[config.mk]
export PLATFORM = sky130hd
export DESIGN_NAME = inst_fetch_resp
export DESIGN_NICKNAME = d
export VERILOG_FILES = /design/src/rtl/inst_fetch_resp_pkg.sv /design/src/rtl/inst_fetch_resp_fetch_queue.sv /design/src/rtl/inst_fetch_resp.sv
export SDC_FILE = /design/constraint.sdc
export NUM_CORES = 1
export LEC_CHECK = 0
export BUFFER_PORTS_ARGS = -buffer_cell sky130_fd_sc_hd__buf_2
export CORE_MARGIN = 10
export CORE_UTILIZATION = 35
export DETAILED_ROUTE_END_ITERATION = 10
export REMOVE_ABC_BUFFERS = 1
export SLEW_MARGIN = 40
export SYNTH_ARGS = -nofsm -noshare
export SYNTH_HDL_FRONTEND = slang
export SYNTH_SLANG_ARGS = --single-unit
[constraint.sdc]
create_clock -name clk -period 5 [get_ports clk]
set_clock_uncertainty 0.2 [all_clocks]
set_input_delay 0.25 -clock clk [delete_from_list [all_inputs] [get_ports clk]]
set_output_delay 0.25 -clock clk [all_outputs]
set_load 0.02 [all_outputs]
[src/rtl/inst_fetch_resp_pkg.sv]
// inst_fetch_resp_pkg
//   Shared widths and the queue entry layout for the instruction fetch
//   responder (inst_fetch_resp and its fetch queue).
//   No ports; imported with "import inst_fetch_resp_pkg::*;".
package inst_fetch_resp_pkg;

  localparam int INST_ADDR_W = 32;
  localparam int INST_W      = 32;

  // One in-order queue slot. done=1 means the entry can be handed to decode
  // (either its bus data has returned, or it is an ADEF entry that never
  // goes to the bus).
  typedef struct packed {
    logic [INST_ADDR_W-1:0] pc;
    logic [INST_W-1:0]      inst;
    logic                   adef;
    logic                   done;
  } fetch_entry_t;

endpackage

[src/rtl/inst_fetch_resp_fetch_queue.sv]
// inst_fetch_resp_fetch_queue
//   In-order circular buffer between the fetch bus and decode. Entries are
//   allocated at the tail, completed out of the bus return stream into the
//   oldest entry that is still waiting, and popped from the head.
// Ports
//   clk, rst           clock, synchronous active-low reset
//   flush_i            drop every entry (wins over alloc/fill/pop)
//   alloc_i            allocate tail entry {alloc_pc_i, alloc_adef_i}
//   fill_i             write fill_inst_i into the oldest not-done entry
//   pop_i              retire the head entry
//   slot_free_o        fewer than QDEPTH entries allocated (registered count)
//   head_valid_o       head entry exists and is done
//   head_pc_o/inst_o/adef_o  head entry payload
module inst_fetch_resp_fetch_queue
  import inst_fetch_resp_pkg::*;
#(
  parameter int QDEPTH = 4
) (
  input  logic                   clk,
  input  logic                   rst,
  input  logic                   flush_i,
  input  logic                   alloc_i,
  input  logic [INST_ADDR_W-1:0] alloc_pc_i,
  input  logic                   alloc_adef_i,
  input  logic                   fill_i,
  input  logic [INST_W-1:0]      fill_inst_i,
  input  logic                   pop_i,
  output logic                   slot_free_o,
  output logic                   head_valid_o,
  output logic [INST_ADDR_W-1:0] head_pc_o,
  output logic [INST_W-1:0]      head_inst_o,
  output logic                   head_adef_o
);

  localparam int PTR_W = (QDEPTH > 1) ? $clog2(QDEPTH) : 1;
  localparam int CNT_W = $clog2(QDEPTH + 1);

  fetch_entry_t     ent_q [QDEPTH];
  fetch_entry_t     ent_d [QDEPTH];
  logic [PTR_W-1:0] head_q, head_d;
  logic [PTR_W-1:0] tail_q, tail_d;
  logic [CNT_W-1:0] cnt_q, cnt_d;
  logic [PTR_W-1:0] fill_idx;
  logic             fill_hit;

  // Bus data returns in request order, and ADEF entries are born done, so the
  // target of a return is the first not-done entry walking from the head.
  always_comb begin
    fill_idx = head_q;
    fill_hit = 1'b0;
    for (int i = 0; i < QDEPTH; i++) begin
      if (!fill_hit && (CNT_W'(i) < cnt_q) && !ent_q[head_q + PTR_W'(i)].done) begin
        fill_idx = head_q + PTR_W'(i);
        fill_hit = 1'b1;
      end
    end
  end

  always_comb begin
    ent_d  = ent_q;
    head_d = head_q;
    tail_d = tail_q;
    cnt_d  = cnt_q;
    if (flush_i) begin
      head_d = '0;
      tail_d = '0;
      cnt_d  = '0;
    end else begin
      if (fill_i && fill_hit) begin
        ent_d[fill_idx].inst = fill_inst_i;
        ent_d[fill_idx].done = 1'b1;
      end
      // Alloc is only granted when a slot is free, so the tail never aliases
      // the fill target or the head being popped.
      if (alloc_i) begin
        ent_d[tail_q] = '{pc: alloc_pc_i, inst: '0, adef: alloc_adef_i, done: alloc_adef_i};
        tail_d        = tail_q + PTR_W'(1);
      end
      if (pop_i) begin
        head_d = head_q + PTR_W'(1);
      end
      cnt_d = cnt_q + CNT_W'(alloc_i) - CNT_W'(pop_i);
    end
  end

  always_ff @(posedge clk) begin
    if (!rst) begin
      head_q <= '0;
      tail_q <= '0;
      cnt_q  <= '0;
      for (int i = 0; i < QDEPTH; i++) begin
        ent_q[i] <= '0;
      end
    end else begin
      head_q <= head_d;
      tail_q <= tail_d;
      cnt_q  <= cnt_d;
      for (int i = 0; i < QDEPTH; i++) begin
        ent_q[i] <= ent_d[i];
      end
    end
  end

  // A pop this cycle does not free a slot until the count register updates.
  assign slot_free_o  = (cnt_q < CNT_W'(QDEPTH));
  assign head_valid_o = (cnt_q != '0) && ent_q[head_q].done;
  assign head_pc_o    = ent_q[head_q].pc;
  assign head_inst_o  = ent_q[head_q].inst;
  assign head_adef_o  = ent_q[head_q].adef;

endmodule

[src/rtl/inst_fetch_resp.sv]
// inst_fetch_resp
//   Responder side of the PC-generator fetch interface. Issues in-order reads
//   on an inst-SRAM-like bus (req/addr_ok/data_ok), buffers results in an
//   in-order queue and hands {pc, inst, adef} to decode with valid/pause.
//   Misaligned pcs (adef_i) bypass the bus and enter the queue already done.
//   A flush kills queued work; bus returns still owed for killed requests are
//   counted in discard_cnt and dropped when they arrive.
// Ports
//   clk, rst                      clock, synchronous active-low reset
//   pc_i, inst_en_i, adef_i       fetch request from the PC stage
//   flush_i                       kill all queued / in-flight work
//   id_pause_i                    decode stalled, hold the head entry
//   inst_req_o, inst_addr_o       bus request (address = pc_i)
//   inst_addr_ok_i                bus took the address this cycle
//   inst_data_ok_i, inst_rdata_i  bus return, strictly in request order
//   fetch_stall_o                 PC stage must hold pc_i
//   id_valid_o, id_pc_o, id_inst_o, id_adef_o   head entry to decode
// Configuration
//   IFETCH_PERF_CNT_EN defined: adds perf_fetch_cnt_o (entries popped) and
//   perf_stall_cnt_o (cycles with fetch_stall_o high), both free-running
//   32-bit wrap-around counters cleared by reset.
module inst_fetch_resp
  import inst_fetch_resp_pkg::*;
#(
  parameter int QDEPTH  = 4,
  parameter int MAX_OUT = 2
) (
  input  logic                   clk,
  input  logic                   rst,
  input  logic [INST_ADDR_W-1:0] pc_i,
  input  logic                   inst_en_i,
  input  logic                   adef_i,
  input  logic                   flush_i,
  input  logic                   id_pause_i,
  output logic                   inst_req_o,
  output logic [INST_ADDR_W-1:0] inst_addr_o,
  input  logic                   inst_addr_ok_i,
  input  logic                   inst_data_ok_i,
  input  logic [INST_W-1:0]      inst_rdata_i,
  output logic                   fetch_stall_o,
  output logic                   id_valid_o,
  output logic [INST_ADDR_W-1:0] id_pc_o,
  output logic [INST_W-1:0]      id_inst_o,
  output logic                   id_adef_o
`ifdef IFETCH_PERF_CNT_EN
  ,
  output logic [31:0]            perf_fetch_cnt_o,
  output logic [31:0]            perf_stall_cnt_o
`endif
);

  localparam int               OCNT_W    = $clog2(MAX_OUT + 1);
  localparam logic [OCNT_W:0]  MAX_OUT_V = (OCNT_W + 1)'(MAX_OUT);

  logic [OCNT_W-1:0] out_cnt_q, out_cnt_d;
  logic [OCNT_W-1:0] discard_cnt_q, discard_cnt_d;
  logic [OCNT_W:0]   inflight;
  logic              slot_free;
  logic              head_valid;
  logic              acc_bus;
  logic              acc_adef;
  logic              fill;
  logic              pop;

  // Killed-but-unreturned requests still occupy the bus, so they count
  // against the outstanding limit.
  assign inflight = {1'b0, out_cnt_q} + {1'b0, discard_cnt_q};

  // rst gating keeps the bus and decode quiet during the reset cycle itself,
  // before the synchronous clear has taken effect.
  assign inst_req_o    = rst & inst_en_i & ~adef_i & ~flush_i & slot_free & (inflight < MAX_OUT_V);
  assign inst_addr_o   = pc_i;
  assign acc_bus       = inst_req_o & inst_addr_ok_i;
  assign acc_adef      = rst & inst_en_i & adef_i & slot_free & ~flush_i;
  assign fetch_stall_o = inst_en_i & ~(acc_bus | acc_adef);

  assign fill       = inst_data_ok_i & (discard_cnt_q == '0) & ~flush_i;
  assign id_valid_o = rst & head_valid;
  assign pop        = id_valid_o & ~id_pause_i;

  always_comb begin
    out_cnt_d     = out_cnt_q;
    discard_cnt_d = discard_cnt_q;
    if (flush_i) begin
      // Everything still owed becomes discard; a return landing in the flush
      // cycle is one of those and is retired immediately.
      out_cnt_d     = '0;
      discard_cnt_d = discard_cnt_q + out_cnt_q - OCNT_W'(inst_data_ok_i);
    end else begin
      if (inst_data_ok_i) begin
        if (discard_cnt_q != '0) begin
          discard_cnt_d = discard_cnt_q - OCNT_W'(1);
        end else begin
          out_cnt_d = out_cnt_q - OCNT_W'(1);
        end
      end
      if (acc_bus) begin
        out_cnt_d = out_cnt_d + OCNT_W'(1);
      end
    end
  end

  always_ff @(posedge clk) begin
    if (!rst) begin
      out_cnt_q     <= '0;
      discard_cnt_q <= '0;
    end else begin
      out_cnt_q     <= out_cnt_d;
      discard_cnt_q <= discard_cnt_d;
    end
  end

  inst_fetch_resp_fetch_queue #(
    .QDEPTH (QDEPTH)
  ) u_fetch_queue (
    .clk          (clk),
    .rst          (rst),
    .flush_i      (flush_i),
    .alloc_i      (acc_bus | acc_adef),
    .alloc_pc_i   (pc_i),
    .alloc_adef_i (acc_adef),
    .fill_i       (fill),
    .fill_inst_i  (inst_rdata_i),
    .pop_i        (pop),
    .slot_free_o  (slot_free),
    .head_valid_o (head_valid),
    .head_pc_o    (id_pc_o),
    .head_inst_o  (id_inst_o),
    .head_adef_o  (id_adef_o)
  );

`ifdef IFETCH_PERF_CNT_EN
  logic [31:0] perf_fetch_cnt_q, perf_fetch_cnt_d;
  logic [31:0] perf_stall_cnt_q, perf_stall_cnt_d;

  always_comb begin
    perf_fetch_cnt_d = perf_fetch_cnt_q + 32'(pop);
    perf_stall_cnt_d = perf_stall_cnt_q + 32'(fetch_stall_o);
  end

  always_ff @(posedge clk) begin
    if (!rst) begin
      perf_fetch_cnt_q <= '0;
      perf_stall_cnt_q <= '0;
    end else begin
      perf_fetch_cnt_q <= perf_fetch_cnt_d;
      perf_stall_cnt_q <= perf_stall_cnt_d;
    end
  end

  assign perf_fetch_cnt_o = perf_fetch_cnt_q;
  assign perf_stall_cnt_o = perf_stall_cnt_q;
`endif

endmodule

==> flow_summary_export.csv <==
group,metric,value,unit
outcome,outcome,"completed",
synthesis,yosysSeqAreaShare,0.422,
floorplanning,ios,172,
drt,highest_layer,"met4",
cells_and_area,drive_above_1_share,0.208,
clocking,clock_sink_count,275,
power,p_int,3820,µW
synthesis,synth_edf_count,0,
floorplanning,std_cell_rows,70,
sta,drv_slew,0,
placement,place.gp.congestion,0.734,
setup_path,end_kind,"flop",
hold_path,hold_path.class,"in -> reg",
sta,slew_headroom,0.455,
placement,portBuffers,171,
power,switching_share,0.232,
clocking,clockBufferDepth,3,
sta,max_freq,0.305,GHz
global_route,grt_max_degree,130,
cells_and_area,multiInputGateArea,6730,µm²
sta,finalCriticalPeriod,3280,ps
power,leakage,0.00669,µW
floorplanning,die_w,213,µm
clocking,clkTransAtPathRegs,60,ps
cells_and_area,area.growth.synth_to_final,20.4,%
global_route,grtUsageTotal,0.154,
synthesis,synthCells,1403,
clocking,clock_latency,500,ps
sta,post-route-period-util,0.657,
flow_run,cap_violations,0,
clocking,root_buffer,"clkbuf_16",
drt,wl_met2,16800,µm
floorplanning,core_area,36700,µm²
global_route,grt_first_pass_wirelength,56100,µm
cells_and_area,fin_nets,1648,
cells_and_area,design_area,15700,µm²
drt,drc,0,
cells_and_area,ff_latch_area,5510,µm²
clocking,cts_tree,"built",
synthesis,synth.distinct_cells,53,
drt,drt_iter0_drc,594,
setup_path,required,5230,ps
synthesis,syn-cell-area,13000,µm²
cells_and_area,layout_common_cells,"532 x nand2_1, 273 x dfxtp_1, 170 x buf_2",
sta,setup_ws,1720,ps
setup_path,startpoint,"out_cnt_q[0]",
setup_path,cp.arrival,3510,ps
drt,drt.antenna.violating_nets,0,
synthesis,synthFlopType,"dfxtp_1",
drt,dr.pass1.iters,5,
power,power.share.sequential,0.446,
synthesis,syn_area_per_cell,9.29,µm²
sta,rsz0062_at_grt,"no",
floorplanning,die_h,213,µm
sta,setup_viol_count_final,0,
drt,avgRoutedWirePerCell,17.3,µm
global_route,antenna_found_initial,1,
power,power.density,317,nW/µm²
cells_and_area,final_common_cell,"nand2_1",
drt,routed_wl,35500,µm
setup_path,timing.rr.start,"out_cnt_q[0]",
hold_path,hold_start,"inst_data_ok_i",
synthesis,ys_ff_latch,275,
drt,vias,10100,
setup_path,worstPathMaxFanout,34,
power,netSwitchingPower,1160,µW
sta,worstMarginPinSlew,817,ps
drt,wl_met1,15900,µm
drt,viasPerCell,4.92,
power,max-vdd-ir-drop,0.000213,V
drt,wl_met3,2220,µm
power,clockPowerShare,0.481,
floorplanning,initial_core_util,0.355,
clocking,htreeDepth,2,
placement,place_area,13900,µm²
clocking,numCtsBuffers,34,
global_route,gr-total-overflow,0,
floorplanning,dieArea,45400,µm²
cells_and_area,fill_cells,3534,
synthesis,yosys_warnings,0,
synthesis,async_flop_share,0,
placement,hpwl,21700,µm
power,pwr-share-comb,0.073,
placement,pre_cts_slack,1660,ps
global_route,grt_pass1_vias,10300,
setup_path,path_class,"reg -> reg",
setup_path,cp-start-kind,"flop",
sta,timing.hold.ws,134,ps
sta,hold_viol_final,0,
power,p_total,4970,µW
power by group through the flow:
stage	Sequential (µW)	Clock, µW	Combinational [µW]
floorplan	2260	0	157
global placement	2270	0	315
detailed placement	2270	0	323
CTS	2220	2450	366
global route	2220	2550	399
finish	2220	2390	363
layout make-up:
class / count / share of cell area
Antenna cell: 1 / 0.000159
Clock buffer: 50 / 0.0647
Clock inverter: 9 / 0.00486
Inverter: 14 / 0.00335
Multi-Input combinational cell: 979 / 0.429
Sequential cell: 275 / 0.351
Tap cell: 468 / 0.0373
Timing Repair Buffer: 258 / 0.110
logic make-up (layout without fill, tap and decap cells):
| family | count (synthesis) | in the layout | synth area share |
|---|---|---|---|
| compound gates | 157 | 157 | 0.0908 |
| xor+xnor | 12 | 12 | 0.00922 |
| fa+ha+maj | 14 | 14 | 0.0146 |
| buf+inv | 149 | 331 | 0.0618 |
| flops | 275 | 275 | 0.422 |
| mux | 199 | 199 | 0.217 |
| other cells | 0 | 1 | 0 |
| simple gates | 597 | 597 | 0.184 |
final timing paths:
kind                                   end  slack [ps]  cells after the start
hold reg to reg   u_fetch_queue.ent_q[260]         250                      2
hold / removal                out_cnt_q[1]         130                      6
setup / recovery  u_fetch_queue.ent_q[142]        1720                     11
setup reg to reg  u_fetch_queue.ent_q[142]        1720                     11
registers in the layout, summed over array words and instances (netlist names):
name / cells
u_fetch_queue.tail_q: 2
u_fetch_queue.ent_q: 264
u_fetch_queue.head_q: 2
out_cnt_q: 2
u_fetch_queue.cnt_q: 3
discard_cnt_q: 2
worst max-delay path, stage by stage, from the launching register on:
cell and delay [ps]:
dfxtp_1 340, and2_1 180, fa_1 500, nor3b_1 60, nor2_1 160, nor2_4 100
nand2_2 70, buf_4 390, and2_2 680, buf_12 270, nand2_1 80, mux2i_1 140
Yosys cell counts, types with 3 or more instances:
cell type  number  area (µm²)
nand2_1       532        2000
a21oi_1        13        65.1
inv_1          14        52.6
or3_1           3        18.8
buf_1          11        41.3
a22oi_1         4        30.0
mux2i_1       130        1300
nand2b_1        6        37.5
nor2_1         16        60.1
buf_6          13         146
dfxtp_1       275        5510
clkbuf_1       60         225
a21boi_1       24         180
buf_4          34         255
mux4_2         65        1460
nand3_1         6        30.0
xnor2_1         9        78.8
nor2b_1         9        56.3
ha_1           12         150
buf_2          16        80.1
a21boi_0      104         781
and2_1          9        56.3
through the flow:
stage                     TNS (ps)  instances   util
after floorplan             -31550       1268      -
after global placement           0       1925  0.378
after detailed placement         0       1926  0.379
after CTS                        0       2053  0.427
after global routing             0       2054  0.428
final                            0       2054  0.428
metal layers:
metal,vias up,track usage
li1,4975,-
met1,4837,0.194
met2,246,0.263
met3,47,0.0321
met4,0,0.0369
met5,-,0
what timing repair did:
action,in CTS,in global routing
gates resized for setup,0,0
buffers inserted,0,0
endpoints found under the hold margin,266,0
hold buffers,68,0
Note: power is estimated with default switching activity, not from simulation.
